**src/rtl/wci_pkg.sv**
```systemverilog
// wci_pkg: shared encodings for the WCI::OCP control/configuration target.
//   - MCmd request codes, SResp response codes
//   - worker control states and control-operation opcodes
//   - request-FSM states and the captured request record
//   - fixed response words for control operations
//   - be_mask(): expands 4 byte enables into a 32-bit lane mask
package wci_pkg;

    localparam logic [2:0] MCMD_IDLE = 3'd0;
    localparam logic [2:0] MCMD_WR   = 3'd1;
    localparam logic [2:0] MCMD_RD   = 3'd2;

    typedef enum logic [1:0] {
        SRESP_NULL = 2'd0,
        SRESP_DVA  = 2'd1,
        SRESP_FAIL = 2'd2,
        SRESP_ERR  = 2'd3
    } sresp_e;

    typedef enum logic [1:0] {
        ST_EXISTS      = 2'd0,
        ST_INITIALIZED = 2'd1,
        ST_OPERATING   = 2'd2,
        ST_SUSPENDED   = 2'd3
    } ctl_state_e;

    typedef enum logic [2:0] {
        OP_INITIALIZE  = 3'd0,
        OP_START       = 3'd1,
        OP_STOP        = 3'd2,
        OP_RELEASE     = 3'd3,
        OP_TEST        = 3'd4,
        OP_BEFOREQUERY = 3'd5,
        OP_AFTERCONFIG = 3'd6,
        OP_ILLEGAL     = 3'd7
    } ctl_op_e;

    typedef enum logic {
        REQ_IDLE = 1'b0,
        REQ_RESP = 1'b1
    } req_state_e;

    typedef struct packed {
        logic        is_wr;
        logic        space;
        logic [3:0]  be;
        logic [19:0] addr;
        logic [31:0] data;
    } wci_req_t;

    localparam logic [31:0] WCI_OK  = 32'hC0DE_4201;
    localparam logic [31:0] WCI_ERR = 32'hC0DE_4202;

    function automatic logic [31:0] be_mask(input logic [3:0] be);
        logic [31:0] m;
        m = 32'd0;
        for (int k = 0; k < 4; k++) begin
            m[8*k +: 8] = {8{be[k]}};
        end
        return m;
    endfunction

endpackage

```
**src/rtl/wci_cfg_regfile.sv**
```systemverilog
// wci_cfg_regfile: NREGS x 32-bit configuration property registers.
//   clk/rst  : clock, asynchronous active-high clear
//   clr      : synchronous clear
//   we       : write strobe; idx selects the register, be the byte lanes
//   wdata    : write data
//   rdata    : combinational read of register idx (0 for idx >= NREGS)
module wci_cfg_regfile
    import wci_pkg::*;
#(
    parameter int NREGS = 16
) (
    input  logic        clk,
    input  logic        rst,
    input  logic        clr,
    input  logic        we,
    input  logic [3:0]  idx,
    input  logic [3:0]  be,
    input  logic [31:0] wdata,
    output logic [31:0] rdata
);

    logic [31:0] mem_q [NREGS];
    logic [31:0] mem_d [NREGS];

    // Byte-lane merge of the write data into the selected register.
    always_comb begin
        for (int i = 0; i < NREGS; i++) begin
            mem_d[i] = (we && (idx == 4'(i)))
                     ? ((mem_q[i] & ~be_mask(be)) | (wdata & be_mask(be)))
                     : mem_q[i];
        end
    end

    // Read mux.
    always_comb begin
        rdata = 32'd0;
        for (int i = 0; i < NREGS; i++) begin
            rdata = (idx == 4'(i)) ? mem_q[i] : rdata;
        end
    end

    // Register storage with async and sync clear.
    always_ff @(posedge clk or posedge rst) begin
        if (rst) begin
            for (int i = 0; i < NREGS; i++) mem_q[i] <= 32'd0;
        end else if (clr) begin
            for (int i = 0; i < NREGS; i++) mem_q[i] <= 32'd0;
        end else begin
            for (int i = 0; i < NREGS; i++) mem_q[i] <= mem_d[i];
        end
    end

endmodule

```
**src/rtl/wci_ocp_target_ctl.sv**
```systemverilog
// wci_ocp_target_ctl: WCI::OCP target for an OCPI worker control port.
//   CLK/RST            : clock, asynchronous active-high reset
//   wciS0_MReset_n     : synchronous active-low link reset
//   wciS0_M*           : request (cmd, address space, byte enables, addr, data)
//   wciS0_SResp/SData  : one-cycle response, one cycle after accept
//   wciS0_SThreadBusy  : high for the cycle after an accept and during reset
//   wciS0_SFlag        : {present, sticky attention}
//   ctl_state          : worker control state
//   cfg_wr/cfg_idx     : pulse + index on each accepted config write
module wci_ocp_target_ctl
    import wci_pkg::*;
#(
    parameter int NREGS = 16
) (
    input  logic        CLK,
    input  logic        RST,
    input  logic        wciS0_MReset_n,
    input  logic [2:0]  wciS0_MCmd,
    input  logic        wciS0_MAddrSpace,
    input  logic [3:0]  wciS0_MByteEn,
    input  logic [19:0] wciS0_MAddr,
    input  logic [31:0] wciS0_MData,
    output logic [1:0]  wciS0_SResp,
    output logic [31:0] wciS0_SData,
    output logic        wciS0_SThreadBusy,
    output logic [1:0]  wciS0_SFlag,
    input  logic [1:0]  wciS0_MFlag,
    output logic [2:0]  ctl_state,
    output logic        cfg_wr,
    output logic [3:0]  cfg_idx
);

    localparam logic [4:0] NREGS_W = 5'(NREGS);

    req_state_e  req_state_q, req_state_d;
    wci_req_t    req_q, req_d;
    logic        busy_q, busy_d;
    ctl_state_e  ctl_q, ctl_d;
    logic        attn_q, attn_d;
    sresp_e      resp_q, resp_d;
    logic [31:0] sdata_q, sdata_d;
    logic        cfg_wr_q, cfg_wr_d;
    logic [3:0]  cfg_idx_q, cfg_idx_d;

    logic        soft_rst_s;
    logic        accept_s;
    logic        cfg_in_range_s;
    logic        reg_we_s;
    logic [31:0] reg_rdata_s;
    logic        op_legal_s;
    logic        op_clr_attn_s;
    ctl_state_e  op_next_s;
    logic        unused_s;

    assign soft_rst_s = ~wciS0_MReset_n;
    assign accept_s   = (req_state_q == REQ_IDLE) && !busy_q &&
                        ((wciS0_MCmd == MCMD_WR) || (wciS0_MCmd == MCMD_RD));
    assign cfg_in_range_s = ({1'b0, req_q.addr[5:2]} < NREGS_W) &&
                            (req_q.addr[19:6] == 14'd0);
    assign unused_s = ^{wciS0_MFlag, req_q.addr[1:0]};

    wci_cfg_regfile #(.NREGS(NREGS)) u_regs (
        .clk   (CLK),
        .rst   (RST),
        .clr   (soft_rst_s),
        .we    (reg_we_s),
        .idx   (req_q.addr[5:2]),
        .be    (req_q.be),
        .wdata (req_q.data),
        .rdata (reg_rdata_s)
    );

    // State register: request FSM, control FSM and response flops.
    always_ff @(posedge CLK or posedge RST) begin
        if (RST) begin
            req_state_q <= REQ_IDLE;
            req_q       <= '0;
            busy_q      <= 1'b1;
            ctl_q       <= ST_EXISTS;
            attn_q      <= 1'b0;
            resp_q      <= SRESP_NULL;
            sdata_q     <= 32'd0;
            cfg_wr_q    <= 1'b0;
            cfg_idx_q   <= 4'd0;
        end else if (soft_rst_s) begin
            req_state_q <= REQ_IDLE;
            req_q       <= '0;
            busy_q      <= 1'b1;
            ctl_q       <= ST_EXISTS;
            attn_q      <= 1'b0;
            resp_q      <= SRESP_NULL;
            sdata_q     <= 32'd0;
            cfg_wr_q    <= 1'b0;
            cfg_idx_q   <= 4'd0;
        end else begin
            req_state_q <= req_state_d;
            req_q       <= req_d;
            busy_q      <= busy_d;
            ctl_q       <= ctl_d;
            attn_q      <= attn_d;
            resp_q      <= resp_d;
            sdata_q     <= sdata_d;
            cfg_wr_q    <= cfg_wr_d;
            cfg_idx_q   <= cfg_idx_d;
        end
    end

    // Request FSM next state: capture on accept, respond on the following edge.
    always_comb begin
        req_state_d = req_state_q;
        req_d       = req_q;
        busy_d      = 1'b0;
        case (req_state_q)
            REQ_IDLE: begin
                if (accept_s) begin
                    req_state_d = REQ_RESP;
                    busy_d      = 1'b1;
                    req_d.is_wr = (wciS0_MCmd == MCMD_WR);
                    req_d.space = wciS0_MAddrSpace;
                    req_d.be    = wciS0_MByteEn;
                    req_d.addr  = wciS0_MAddr;
                    req_d.data  = wciS0_MData;
                end else begin
                    req_state_d = REQ_IDLE;
                end
            end
            REQ_RESP: req_state_d = REQ_IDLE;
            default:  req_state_d = REQ_IDLE;
        endcase
    end

    // Control-operation legality and target state.
    always_comb begin
        op_legal_s    = 1'b0;
        op_clr_attn_s = 1'b0;
        op_next_s     = ctl_q;
        case (ctl_op_e'(req_q.addr[4:2]))
            OP_INITIALIZE: begin
                op_legal_s    = (ctl_q == ST_EXISTS);
                op_clr_attn_s = (ctl_q == ST_EXISTS);
                op_next_s     = ST_INITIALIZED;
            end
            OP_START: begin
                op_legal_s = (ctl_q == ST_INITIALIZED) || (ctl_q == ST_SUSPENDED);
                op_next_s  = ST_OPERATING;
            end
            OP_STOP: begin
                op_legal_s = (ctl_q == ST_OPERATING);
                op_next_s  = ST_SUSPENDED;
            end
            OP_RELEASE: begin
                op_legal_s = (ctl_q != ST_EXISTS);
                op_next_s  = ST_EXISTS;
            end
            OP_TEST, OP_BEFOREQUERY, OP_AFTERCONFIG: op_legal_s = (ctl_q != ST_EXISTS);
            default: op_legal_s = 1'b0;
        endcase
    end

    // Response, control-state, attention and config-write outputs.
    always_comb begin
        ctl_d     = ctl_q;
        attn_d    = attn_q;
        resp_d    = SRESP_NULL;
        sdata_d   = 32'd0;
        cfg_wr_d  = 1'b0;
        cfg_idx_d = cfg_idx_q;
        reg_we_s  = 1'b0;
        if (req_state_q == REQ_RESP) begin
            if (!req_q.space) begin
                if (req_q.is_wr) begin
                    resp_d = SRESP_ERR;
                end else if (op_legal_s) begin
                    resp_d  = SRESP_DVA;
                    sdata_d = WCI_OK;
                    ctl_d   = op_next_s;
                    attn_d  = op_clr_attn_s ? 1'b0 : attn_q;
                end else begin
                    resp_d  = SRESP_ERR;
                    sdata_d = WCI_ERR;
                    attn_d  = 1'b1;
                end
            end else if (!cfg_in_range_s) begin
                resp_d = SRESP_ERR;
                attn_d = 1'b1;
            end else if (req_q.is_wr) begin
                if (ctl_q == ST_EXISTS) begin
                    resp_d = SRESP_ERR;
                end else begin
                    resp_d    = SRESP_DVA;
                    reg_we_s  = 1'b1;
                    cfg_wr_d  = 1'b1;
                    cfg_idx_d = req_q.addr[5:2];
                end
            end else begin
                // Reads return the stored value in every state, including
                // EXISTS after a RELEASE (registers survive RELEASE).
                resp_d  = SRESP_DVA;
                sdata_d = reg_rdata_s;
            end
        end else begin
            resp_d = SRESP_NULL;
        end
    end

    assign wciS0_SResp       = resp_q;
    assign wciS0_SData       = sdata_q;
    assign wciS0_SThreadBusy = busy_q;
    assign wciS0_SFlag       = {1'b1, attn_q};
    assign ctl_state         = {1'b0, ctl_q};
    assign cfg_wr            = cfg_wr_q;
    assign cfg_idx           = cfg_idx_q;

endmodule

```
**config.mk**
```make
export PLATFORM = sky130hd
export DESIGN_NAME = wci_ocp_target_ctl
export DESIGN_NICKNAME = d
export VERILOG_FILES = /design/src/rtl/wci_pkg.sv /design/src/rtl/wci_cfg_regfile.sv /design/src/rtl/wci_ocp_target_ctl.sv
export SDC_FILE = /design/constraint.sdc
export NUM_CORES = 2
export LEC_CHECK = 0
export BUFFER_PORTS_ARGS = -buffer_cell sky130_fd_sc_hd__buf_2
export CAP_MARGIN = 25
export CORE_MARGIN = 8
export CORE_UTILIZATION = 50
export DETAILED_ROUTE_END_ITERATION = 16
export GPL_ROUTABILITY_DRIVEN = 0
export PLACE_DENSITY = 0.71
export SLEW_MARGIN = 20
export SYNTH_ARGS = -nofsm -noshare
export SYNTH_HDL_FRONTEND = slang
export SYNTH_SLANG_ARGS = --single-unit
export TNS_END_PERCENT = 1
```
**constraint.sdc**
```tcl
create_clock -name CLK -period 19.65 [get_ports CLK]
set_input_delay 0 -clock CLK [delete_from_list [all_inputs] [get_ports CLK]]
set_output_delay 0 -clock CLK [all_outputs]
set_load 0.01 [all_outputs]
```
==> flow_summary.json <==
{
  "port_buffers": 103,
  "htreeDepth": 2,
  "p_per_area_nw_per_um2": 83.5,
  "synth-main-ff-cell": "dfrtp_1",
  "synth_edf_count": 0,
  "dr.pass1.iters": 9,
  "cap_violations": 0,
  "tns_ns": 0,
  "synth-seq-cells": 612,
  "fp.dieH_um": 250,
  "crit_family": "simple AND/OR/NAND/NOR gates",
  "hold_viol": 30,
  "postCtsSetupBuffers": 0,
  "critPathKind": "register to register",
  "numCtsBuffers": 61,
  "violations": "negative hold slack",
  "cts_tree": "yes",
  "grt_pass1_vias": 24500,
  "synth_area_leaders": "dfrtp_1 (56%), o21ai_0 (10%), nand2_1 (7.6%)",
  "ys_async_sr_fraction": 1.00,
  "wl_per_cell_um": 26.6,
  "cts_resized": 0,
  "die-area_um2": 62300,
  "yosysTopAreaCell": "dfrtp_1",
  "synth.avg_cell_area_um2": 9.58,
  "outcome": "finished with violations",
  "layout-drive-gt1-share": 0.114,
  "slowest_delay_ns": 0.80,
  "pin_count": 110,
  "final_cell_mix": "dfrtp_1 (607), nand2_1 (554), o21ai_0 (544)",
  "tightest_slew_ns": 1.14,
  "syn_area_um2": 27300,
  "ys_types": 68,
  "clockRootBuffer": "clkbuf_16",
  "synth_warnings": 0,
  "maxSlewViolCount": 0,
  "grt_pass1_wl_um": 150000,
  "hp-class": "primary input to asynchronous set/reset pin",
  "viasPerCell": 6.62,
  "p_leak_nw": 13.4,
  "rows": 85,
  "cts.hold.buffers_added": 109,
  "startpoint_type": "register",
  "crit_fanout": 57,
  "fin_nets": 3040,
  "cts_buffer_depth": 3,
  "clkTransAtPathRegs_ns": 0.06,
  "wirelength_um": 99200,
  "final_common_cell": "dfrtp_1",
  "end_kind": "register",
  "num_vias": 24600,
  "synth_top_cell_area_share": 0.560,
  "worstPathCellList": "buf_4, nand4_1, buf_4, nor3_1, buf_2, and2_1, a22o_1",
  "synthesis.nets": 2915,
  "crit_required_ns": 20.23,
  "grt_util_all_layers": 0.309,
  "final_util": 0.588,
  "drc": 0,
  "clock_latency_ns": 0.65,
  "setup_viol": 0,
  "antenna_found_initial": 6,
  "initial_core_util": 0.506,
  "period_needed_ns": 4.33,
  "critPathBufInv": 3,
  "syn2layout_area_growth_pct": 16.1,
  "max_freq_mhz": 231,
  "rsz0062_at_grt": "no",
  "ant_nets": 0,
  "grt_overflow": 0,
  "drt_iter0_drc": 3330,
  "ir_worst_vdd_v": 0.0000684,
  "skew_ns": 0.0187,
  "seq_area_frac_synth": 0.561,
  "finalCritPeriodShare": 0.220,
  "hold_slack_ns": -0.0321,
  "crit_path_top_delay_cell": "dfrtp_4",
  "worstPathArrival_ns": 4.91,
  "critPathMostFrequentCell": "buf_4",
  "dp_hpwl_um": 62400,
  "core_area_um2": 53900,
  "relSlewSlack": 0.234,
  "grt_max_degree": 87,
  "die_w_um": 250,
  "filler_cell_count": 4406,
  "cts_sinks": 612,
  "post_synth_inst_count": 2850
}
[sequential cells by signal (all words and copies together) (netlist names)]
register / count
cfg_wr: 1
cfg_idx: 4
u_regs.mem_q: 512
req_state_q: 1
attn_q: 1
ctl_q: 2
wciS0_SThreadBusy: 1
wciS0_SData: 32
wciS0_SResp: 2
req_q: 56
[area by class of cell]
class                           count  area, um^2  area share
Clock inverter                     17         220     0.00695
Antenna cell                        6        15.0    0.000474
Inverter                           11        48.8     0.00154
Sequential cell                   612       15300       0.484
Clock buffer                       92        1850      0.0582
Tap cell                          696         871      0.0275
Timing Repair Buffer              286        2260      0.0713
Multi-Input combinational cell   2003       11100       0.350
[per-layer routing]
layer	share of wire	up-vias	GRT usage	routed length (um)
li1	-	10400	-	-
met1	0.37	12100	0.391	37000
met2	0.43	1743	0.461	42900
met3	0.13	418	0.107	13400
met4	0.060	2	0.176	5950
met5	0.00013	-	0.00317	13
[cells in the mapped netlist, types with 3 or more instances]
master and number:
a211oi_1 11, a21boi_0 34, a21boi_2 3, a21oi_1 116, a21oi_2 5, a221o_1 3
a221oi_1 30, a22o_1 76, a22oi_1 31, a31oi_1 25, and2_1 15, and3_1 3
buf_1 23, buf_2 29, buf_4 7, clkbuf_1 165, dfrtp_1 611, inv_1 10
mux2_2 23, mux2i_1 60, mux4_2 9, nand2_1 554, nand2b_1 8, nand3_1 148
nand4_1 3, nor2_1 66, nor2_8 3, nor2b_1 35, nor3_1 30, nor4_1 3
nor4b_1 4, o211ai_1 19, o21a_1 32, o21ai_0 544, o21ai_1 46, o221a_1 4
o221ai_1 8, o22ai_1 7, o2bb2ai_1 7, or2_2 3, or4_1 3
[cell families (layout without fill, tap and decap cells)]
logic type | after synthesis | in the layout | share of synthesized area
multiplexers | 92 | 92 | 0.0389
AND/OR/NAND/NOR | 888 | 888 | 0.142
other | 2 | 8 | 0.000275
XOR/XNOR | 1 | 1 | 0.000321
flip-flops | 612 | 612 | 0.561
buffers and inverters | 235 | 406 | 0.0346
AO/OA/AOI/OAI | 1020 | 1020 | 0.223
[final timing paths]
check,start,to,slack [ns],depth (start not counted)
worst max-delay path,req_q[34],u_regs.mem_q[1],15.32,7
worst min-delay path,RST,u_regs.mem_q[422],-0.03,3
worst max register to register,req_q[34],u_regs.mem_q[1],15.32,7
worst min register to register,u_regs.mem_q[250],u_regs.mem_q[250],0.47,2
max in group asynchronous,RST,u_regs.mem_q[54],16.89,7
min in group CLK,wciS0_MCmd[2],req_q[30],0.06,5
[worst min-delay path, delay by kind of cell]
family / cells / cell delay (ns)
buffers and inverters: 3 / 1.08
[per-stage QoR]
| step | std cells | total power, mW | instance area (um^2) | worst slack, ns |
|---|---|---|---|---|
| 6_report | 3723 | 2.64 | 31700 | 15.32 |
| 5_1_grt | 3717 | 2.70 | 31700 | 15.29 |
| 4_1_cts | 3707 | 2.64 | 31500 | 15.26 |
| 3_5_place_dp | 3489 | 1.43 | 28400 | 15.33 |
| 3_3_place_gp | 3484 | 1.43 | 28300 | 15.41 |
| 2_1_floorplan | 2850 | 1.37 | 27300 | 2.52 |
[where the power goes]
group / switching (mW) / internal (mW)
clock: 0.502 / 0.708
sequential: 0.0132 / 1.27
combinational: 0.114 / 0.0416
total: 0.630 / 2.02
(Power assumes the default switching activity.)
